$ cat config.mk
export PLATFORM = sky130hd
export DESIGN_NAME = mem_port_arbiter
export DESIGN_NICKNAME = d
export VERILOG_FILES = /design/src/rtl/mem_port_arbiter.sv
export SDC_FILE = /design/constraint.sdc
export NUM_CORES = 1
export LEC_CHECK = 0
export CORE_MARGIN = 2
export CORE_UTILIZATION = 30
export CTS_CLUSTER_SIZE = 24
export DETAILED_ROUTE_END_ITERATION = 7
export PLACE_DENSITY_LB_ADDON = 0.05
export RECOVER_POWER = 50
export SLEW_MARGIN = 0
export SYNTH_ARGS = -nofsm -noshare
export SYNTH_HDL_FRONTEND = slang
export SYNTH_SLANG_ARGS = --single-unit
$ cat constraint.sdc
create_clock -name clk -period 15.3 [get_ports clk]
set_clock_uncertainty 0.2 [all_clocks]
set_input_delay 4.59 -clock clk [delete_from_list [all_inputs] [get_ports clk]]
set_output_delay 4.59 -clock clk [all_outputs]
set_load 0.1 [all_outputs]
$ cat src/rtl/mem_port_arbiter.sv
// Shares one single-ported data memory between instruction fetch (IF) and load/store (D).
// Arbitrates, runs the req/ack/valid handshake, registers read data and flags timeouts.
module mem_port_arbiter #(
    parameter int TIMEOUT = 15,
    parameter int FAIR_N  = 2
) (
    input  logic        clk,
    input  logic        rst,
    input  logic        if_req,
    input  logic [31:0] if_addr,
    output logic        if_gnt,
    output logic        if_valid,
    output logic [31:0] if_rdata,
    input  logic        d_req,
    input  logic        d_we,
    input  logic [31:0] d_addr,
    input  logic [3:0]  d_mask,
    input  logic [31:0] d_wdata,
    output logic        d_gnt,
    output logic        d_valid,
    output logic [31:0] d_rdata,
    output logic        mem_req,
    output logic        mem_we,
    output logic [31:0] mem_addr,
    output logic [3:0]  mem_mask,
    output logic [31:0] mem_wdata,
    input  logic        mem_ack,
    input  logic        mem_valid,
    input  logic [31:0] mem_rdata,
    output logic        err_o,
    output logic        busy_o
);
    localparam logic [1:0] IDLE = 2'd0;
    localparam logic [1:0] REQ  = 2'd1;
    localparam logic [1:0] WAIT = 2'd2;

    localparam int              FW       = ($clog2(FAIR_N + 1) < 1) ? 1 : $clog2(FAIR_N + 1);
    localparam logic [FW-1:0]   FAIR_MAX = FW'(FAIR_N);
    localparam logic [7:0]      TMO_LAST = 8'(TIMEOUT - 1);

    logic [1:0]    state;
    logic          owner_d;
    logic [FW-1:0] fair_cnt;
    logic [7:0]    tmo_cnt;
    logic          pick_d, pick_if, finish, fin_err;

    always_comb begin
        pick_d  = 1'b0;
        pick_if = 1'b0;
        finish  = 1'b0;
        fin_err = 1'b0;
        case (state)
            IDLE: begin
                // D wins unless IF has already been passed over FAIR_N times in a row
                pick_d  = d_req && !(if_req && fair_cnt == FAIR_MAX);
                pick_if = if_req && !pick_d;
            end
            REQ:  finish = mem_ack && mem_valid;
            WAIT: begin
                finish  = mem_valid || (tmo_cnt == TMO_LAST);
                fin_err = !mem_valid && (tmo_cnt == TMO_LAST);
            end
            default: ;
        endcase
    end

    always_ff @(posedge clk or posedge rst) begin
        if (rst) begin
            state     <= IDLE;
            owner_d   <= 1'b0;
            fair_cnt  <= '0;
            tmo_cnt   <= '0;
            if_gnt    <= 1'b0;
            if_valid  <= 1'b0;
            if_rdata  <= '0;
            d_gnt     <= 1'b0;
            d_valid   <= 1'b0;
            d_rdata   <= '0;
            mem_req   <= 1'b0;
            mem_we    <= 1'b0;
            mem_addr  <= '0;
            mem_mask  <= '0;
            mem_wdata <= '0;
            err_o     <= 1'b0;
            busy_o    <= 1'b0;
        end else begin
            if_gnt   <= 1'b0;
            d_gnt    <= 1'b0;
            if_valid <= 1'b0;
            d_valid  <= 1'b0;
            err_o    <= 1'b0;

            if (pick_d || pick_if) begin
                state     <= REQ;
                busy_o    <= 1'b1;
                owner_d   <= pick_d;
                d_gnt     <= pick_d;
                if_gnt    <= pick_if;
                mem_req   <= 1'b1;
                mem_we    <= pick_d && d_we;
                mem_addr  <= pick_d ? {d_addr[31:2], 2'b00} : {if_addr[31:2], 2'b00};
                mem_mask  <= (pick_d && d_we) ? d_mask : 4'hF;
                mem_wdata <= pick_d ? d_wdata : '0;
                if (pick_d && if_req)
                    fair_cnt <= (fair_cnt == '1) ? fair_cnt : fair_cnt + 1'b1;
                else
                    fair_cnt <= '0;
            end

            if (state == REQ && mem_ack && !mem_valid) begin
                state   <= WAIT;
                mem_req <= 1'b0;
                tmo_cnt <= '0;
            end

            if (state == WAIT && !finish)
                tmo_cnt <= tmo_cnt + 8'd1;

            if (finish) begin
                state     <= IDLE;
                busy_o    <= 1'b0;
                mem_req   <= 1'b0;
                mem_we    <= 1'b0;
                mem_addr  <= '0;
                mem_mask  <= '0;
                mem_wdata <= '0;
                err_o     <= fin_err;
                // stores and timeouts return a zero word
                if (owner_d) begin
                    d_valid <= 1'b1;
                    d_rdata <= (fin_err || mem_we) ? '0 : mem_rdata;
                end else begin
                    if_valid <= 1'b1;
                    if_rdata <= fin_err ? '0 : mem_rdata;
                end
            end
        end
    end
endmodule

# Word-level counts from Yosys, hierarchy flattened
# Index checks and enable logic that the tools add are counted.
# Widths: inputs -> output; s select.
# classes
n_reduce_logical,24
bitwise,1
addsub,2
mux,35
eq_ne,6
# ops
cell,count
$mux 32,8
$mux 1,16
$mux 8,2
$mux 4,3
$logic_and 1x1->1,10
$mux 2,5
$add 8x1->8 const B,1
$eq 8x4->1 const B,1
$eq 2x2->1 const B,3
$reduce_and 2->1,3
$logic_not 1->1,4
$reduce_bool 2->1,2
$logic_or 1x1->1,3
$reduce_bool 3->1,1
$add 2x1->2 const B,1
$eq 2x1->1 const B,1
$logic_not 2->1,1
$ne 2x2->1 const B,1
$pmux 1 s2,1
$not 1->1,1
# word_totals
out_inout_bits,140
register_bits,153

# Depth between registers and ports, before layout
# Gate-level depths: netlist of the first run.
# depth
word_depth,11
depth_mapped,8

# Worst setup path before layout of the first run
# Ideal clock, no wire load.
# synth_path
path_kind,input -> register
from,input mem_ack
to,register d_rdata[11]
path_buffers,2
setup_slack_ns,9.286
t_arrival_ns,5.694
cell_stages,6
setup_time_ns,0.120
cell_sequence,a21oi_1 > o32ai_4 > and2_1 > buf_2 > buf_4 > a31o_2
# synth_between
elab_chain_len,3
# synth_rtl
item,line_no,rtl
"start, declared",27,"input logic mem_ack,"
$logic_and 1x1->1,58,REQ: finish = mem_ack && mem_valid;
$pmux 1 s2,52,case (state)
$reduce_and 2->1 (no source line),n/a,
"end signal, assigned",131,d_rdata <= (fin_err || mem_we) ? '0 : mem_rdata;
"end, declared",21,"output logic [31:0] d_rdata,"
# Every way passes these cells.
# A chain may end at the register's enable or synchronous reset.

# Worst setup path after layout of the first run
# layout_path
from,input mem_valid
to,register if_rdata[0]
# layout_between
elab_chain_len,4
# layout_rtl
item,line_no,rtl
"start, declared",28,"input logic mem_valid,"
$logic_not 1->1,61,fin_err = !mem_valid && (tmo_cnt == TMO_LAST);
$logic_and 1x1->1,61,
$mux 1,52,
$mux 32,134,if_rdata <= fin_err ? '0 : mem_rdata;
"end signal, assigned",134,
"end, declared",13,"output logic [31:0] if_rdata,"
# Parallel ways exist; a longest one is shown, timed or not.

==> metrics.txt, run 1 <==
Cell variety after synth=45; CP endpoint kind=register; Final ANT Viol Nets=0; crit path max-delay cell type=clkbuf_1; Post-synth EDFFs=0; post-CTS setup buffers=0; share of cells above drive strength 1=7.663%; Max-Cap Viols=4; Worst Max-Slew Pin Slew=3.108 ns; worst setup margin=5.217 ns; most frequent cells in the layout=244 x clkdlybuf4s50_1, 150 x dfrtp_1, 64 x a22o_1, 35 x nor2_1, 32 x a21boi_0; required time of the worst setup path=15.40 ns; final WL=19010 um; Setup TNS=0 ns; Tcrit/Tclk final=65.90%; Fmax=99.17 MHz; vias=5166; cell area after synthesis=6346 um2; multi-input gate area in the final layout=2325 um2; Crit Path Class=in2reg; Final Hold Vio Count=0; WL per Instance=17.97 um; I/O pins=279; core area=20890 um2; biggest area consumer among synthesized cells=dfrtp_1; net count reported at finish=916; worst path arrival time=10.19 ns; vias in the first global route=5224; RD Place Congestion=0.7317; Crit path depth=7; initial antenna violation count=0; Ys Warns=0; Slew Limit Fails=179; non-filler cells, final=1058; Starting Density=30.38%; Seq/Total Area, Yosys=59.15%; Port Buffers=272; Die X=149.4 um; Detail Placement HPWL=12990 um; commonest non-fill, non-tap cell in the layout=clkdlybuf4s50_1; violated checks=max-capacitance violations, max-slew violations; placed cell count=1026; Yosys reg bits=150; Die Height=149.4 um; Syn Area/Cell=12.39 um2; register area=3754 um2; Crit Path Max Fanout=48; ys async rst share=100.0%; largest net degree at the start of global routing=81; CP Launch Type=primary input; H-tree depth=4; # clock sinks=150; clock buffer depth=2; first-pass GRT wire length=29470 um; grt total ovfl=0; FP Rows=53; CTS tree=done; setup violators final=0; Tightest Hold Check Type=reg2reg; P&R area growth vs syn=54.63%; FILL cells=1894; Yosys top cell area share=59.15%; Die Area=22330 um2; pre-CTS WS=7.272 ns; status=finished, violations left; prevailing post-synth register cell=dfrtp_1; Cell Chain, Critical Path=dlygate4sd3_1 > nand2_1 > o32ai_1 > clkbuf_1 > nand2b_1 > buf_4 > a22o_1; CP top delay family=buffers and inverters; Global Route Usage Sum=17.20%; Starting DRT DRC Count=204; unrepaired setup endpoints after global routing=no; CP max stage delay=1.67 ns; buffers plus inverters on the worst setup path=3; Via-to-Cell Ratio=4.883; DR DRC count=0; top post-synthesis cells by area=dfrtp_1 59%, a22o_1 8.8%, mux2i_1 4.9%, a21boi_0 3.8%, a211oi_1 3.5%; cts bufs inserted=17; Gate Count Post-Synth=512; hold buffer count at cts=0; insertion delay to the later sink of the worst-skew pair=0.42 ns; n_diodes=0; Rel. slew slack=-108.3%; Tmin final=10.08 ns; clock slew at reported path FFs=0.07 ns; Resized Gates After CTS=0; DR pass1 iterations=4; CTS root buffer=clkbuf_16; worst reg2reg path depth=8; hold depth=1
cells by family after synthesis:
group           after synthesis  share of synthesized area (%)
buf+inv                      55                          4.278
mux                          31                          4.890
simple gates                 80                          5.994
flops                       150                          59.15
other cells                   1                        0.05909
compound gates              187                          24.11
fa+ha+maj                     7                          1.380
xor+xnor                      1                         0.1380
cell usage after synthesis (2+ instances only):
library cell,instances
a31o_2,9
o211ai_1,4
inv_1,11
a31o_1,23
a21oi_1,6
a22o_1,64
buf_2,8
o221a_2,4
o21ai_0,7
buf_6,4
clkbuf_2,2
nor2_1,38
dfrtp_1,150
mux2i_1,31
nand2b_1,2
nand3b_1,2
buf_4,6
or3_1,4
buf_1,3
nand3_1,8
and2_1,2
nor3_1,3
nand2_1,13
a211oi_1,30
clkbuf_1,21
ha_1,7
a21boi_0,32
flip-flops by register name, indices dropped and copies added, names as in the netlist, 2 cells and up:
register / cells
d_rdata: 32
if_rdata: 32
mem_wdata: 32
mem_addr: 30
tmo_cnt: 8
mem_mask: 4
fair_cnt: 2
state: 2
metal layers:
metal / vias up / share of wire [%] / global-route usage (%)
met5: - / 0 / 0
met4: 0 / 1.6 / 5.619
met3: 20 / 8.1 / 6.524
met2: 150 / 50 / 28.39
met1: 2554 / 40 / 20.73
li1: 2442 / - / -
final cells by class:
cell class	instances	share of cell area [%]
timing repair buffer	282	28.43
multi-input combinational	308	23.69
clock inverter	13	1.173
inverter	11	0.4335
sequential	150	38.25
tap	275	3.506
clock buffer	19	4.514
path summary, 6_finish.rpt:
path,end,slack (ns),from
hold reg to reg,mem_wdata[30]$_DFFE_PP0P_,0.30,mem_wdata[30]$_DFFE_PP0P_
min in group asynchronous,mem_wdata[5]$_DFFE_PP0P_,5.31,rst
hold / removal,mem_wdata[30]$_DFFE_PP0P_,0.30,mem_wdata[30]$_DFFE_PP0P_
setup / recovery,if_rdata[0]$_DFFE_PP0P_,5.22,mem_valid
max in group asynchronous,d_rdata[3]$_DFFE_PP0P_,7.46,rst
setup reg to reg,if_rdata[0]$_DFFE_PP0P_,8.08,state[0]$_DFFE_PP0P_
through the flow:
step                cell area [um2]  hold WS, ns  util (%)
global placement               9285       0.2838     44.45
finish                         9813       0.2979     46.98
detailed placement             9285       0.2906     44.45
global route                   9813       0.3154     46.98
CTS                            9843       0.3095     47.12
floorplan                      6350       0.3210         -
Power of run 1 is not shown: default switching activity piles up to over one toggle a cycle in this logic, so the estimate is an artifact.
==> inputs of run 2 (changes only) <==
- clock period: 15.3 -> 10.3 ns (I/O delays scaled with it)
==> run 2 against run 1 <==
Worst setup slack worse by 2.2 ns. Critical endpoint is now if_rdata[10]$_DFFE_PP0P_. The run still ends with max-capacitance violations, max-slew violations left. Critical path depth down 4. Largest cell class unchanged. Sequential cell count did not move.
==> metrics.txt, run 2 (same netlist as run 1, synthesis figures left out) <==
status=finished, violations left; violated checks=max-capacitance violations, max-slew violations; hold_ws=0.3019 ns; Resized Gates After CTS=0; final WL=19150 um; r2r startpoint=state[0]$_DFFE_PP0P_; required time of the worst setup path=10.23 ns; post-CTS setup buffers=0; critical path launch point=rst; vias=5161; Cell Chain, Critical Path=dlygate4sd3_1 > clkinvlp_2 > clkbuf_2; Tmin final=7.284 ns; CP endpoint kind=asynchronous set/reset pin; most frequent cells in the layout=239 x clkdlybuf4s50_1, 150 x dfrtp_1, 64 x a22o_1, 35 x nor2_1, 33 x dlygate4sd3_1; share of cells above drive strength 1=7.908%; FILL cells=1930; setup violators final=0; net count reported at finish=917; final instance area=9838 um2; hold buffer count at cts=0; first-pass GRT wire length=30040 um; FP Rows=53; H-tree depth=4; Setup TNS=0 ns; RD Place Congestion=0.7337; I/O pins=279; Tightest Hold Check Type=reg2reg; setup slack, reg-to-reg=4.81 ns; M1 WL=7736 um; Port Buffers=272; met3 routed WL=1356 um; Via-to-Cell Ratio=4.873; RR Endpoint=if_rdata[3]$_DFFE_PP0P_; clock buffer depth=2; CP max stage delay=1.79 ns; Crit path depth=3; Worst Max-Slew Pin Slew=3.167 ns; DR pass1 iterations=4; Final Hold Vio Count=0; Slew Limit Fails=209; crit path max-delay cell type=clkinvlp_2; Rel. slew slack=-112.3%; Crit Path Class=in2async; Die X=149.4 um; initial antenna violation count=0; Top Layer Used=met4; n_diodes=0; Fmax=137.3 MHz; Die Area=22330 um2; buffers plus inverters on the worst setup path=3; unrepaired setup endpoints after global routing=no; P&R area growth vs syn=55.03%; CP Launch Type=primary input; Post-Route Utilization=47.10%; dpl cell area=9285 um2; Max-Cap Viols=4; Setup crit end=if_rdata[10]$_DFFE_PP0P_; WL per Instance=18.08 um; Global Route Usage Sum=17.32%; commonest non-fill, non-tap cell in the layout=clkdlybuf4s50_1; grt total ovfl=0; cts bufs inserted=17; Detail Placement HPWL=12960 um; vias in the first global route=5510; CTS root buffer=clkbuf_16; Die Height=149.4 um; top flop regs=d_rdata: 32 flops, if_rdata: 32 flops, mem_wdata: 32 flops; Starting DRT DRC Count=199; Crit Path Max Fanout=80; Starting Density=30.38%; # clock sinks=150; Final ANT Viol Nets=0; DR DRC count=0; clock slew at reported path FFs=0.06 ns; core area=20890 um2; Tcrit/Tclk final=70.72%; CP top delay family=buffers and inverters; worst path arrival time=7.21 ns; insertion delay to the later sink of the worst-skew pair=0.41 ns; worst reg2reg path depth=8; met2 WL=9753 um; CTS tree=done; largest net degree at the start of global routing=81
## run 2: changes by cell type in the layout (fill, tap and decap cells not counted), moves of 2 or more
cell             change
clkinv_4             +3
clkinv_2             +2
inv_8                -3
clkinvlp_4           -2
clkdlybuf4s50_1      -5
dlygate4sd3_1        +5
## run 2: layout make-up
| cell class | count | area [um2] | area share [%] |
|---|---|---|---|
| Timing Repair Buffer | 283 | 2806 | 28.53 |
| Multi-Input combinational cell | 308 | 2325 | 23.63 |
| Clock inverter | 13 | 123.9 | 1.259 |
| Inverter | 11 | 42.54 | 0.4324 |
| Clock buffer | 19 | 442.9 | 4.502 |
| Tap cell | 275 | 344.1 | 3.497 |
| Sequential cell | 150 | 3754 | 38.15 |
## run 2: tightest hold or removal path: cells and delay by family (launching register included)
kind | cells | cell delay (ns)
flip-flops | 1 | 0.35
AND/OR/NAND/NOR | 2 | 0.12
## run 2: worst min-delay path by stage
stage | startpoint | endpoint | slack, ns | cells after the start
CTS | mem_wdata[17]$_DFFE_PP0P_ | mem_wdata[17]$_DFFE_PP0P_ | 0.31 | 1
floorplan | tmo_cnt[0]$_DFFE_PP0P_ | tmo_cnt[0]$_DFFE_PP0P_ | 0.32 | 1
global route | mem_wdata[25]$_DFFE_PP0P_ | mem_wdata[25]$_DFFE_PP0P_ | 0.32 | 1
detailed placement | if_rdata[19]$_DFFE_PP0P_ | if_rdata[19]$_DFFE_PP0P_ | 0.29 | 1
finish | busy_o$_DFFE_PP0P_ | busy_o$_DFFE_PP0P_ | 0.30 | 2
global placement | busy_o$_DFFE_PP0P_ | busy_o$_DFFE_PP0P_ | 0.28 | 2
## run 2: routing by layer
layer,vias up,track usage (%)
met2,130,29.70
met5,-,0
li1,2440,-
met4,0,4.571
met1,2572,20.39
met3,19,6.555
## run 2: metrics by stage
step | std cells | worst slack (ns)
CTS | 1058 | 4.195
global placement | 1026 | 3.809
floorplan | 513 | 2.974
finish | 1059 | 3.016
detailed placement | 1026 | 3.753
global route | 1059 | 2.186
Power of run 2 is left out for the same reason.
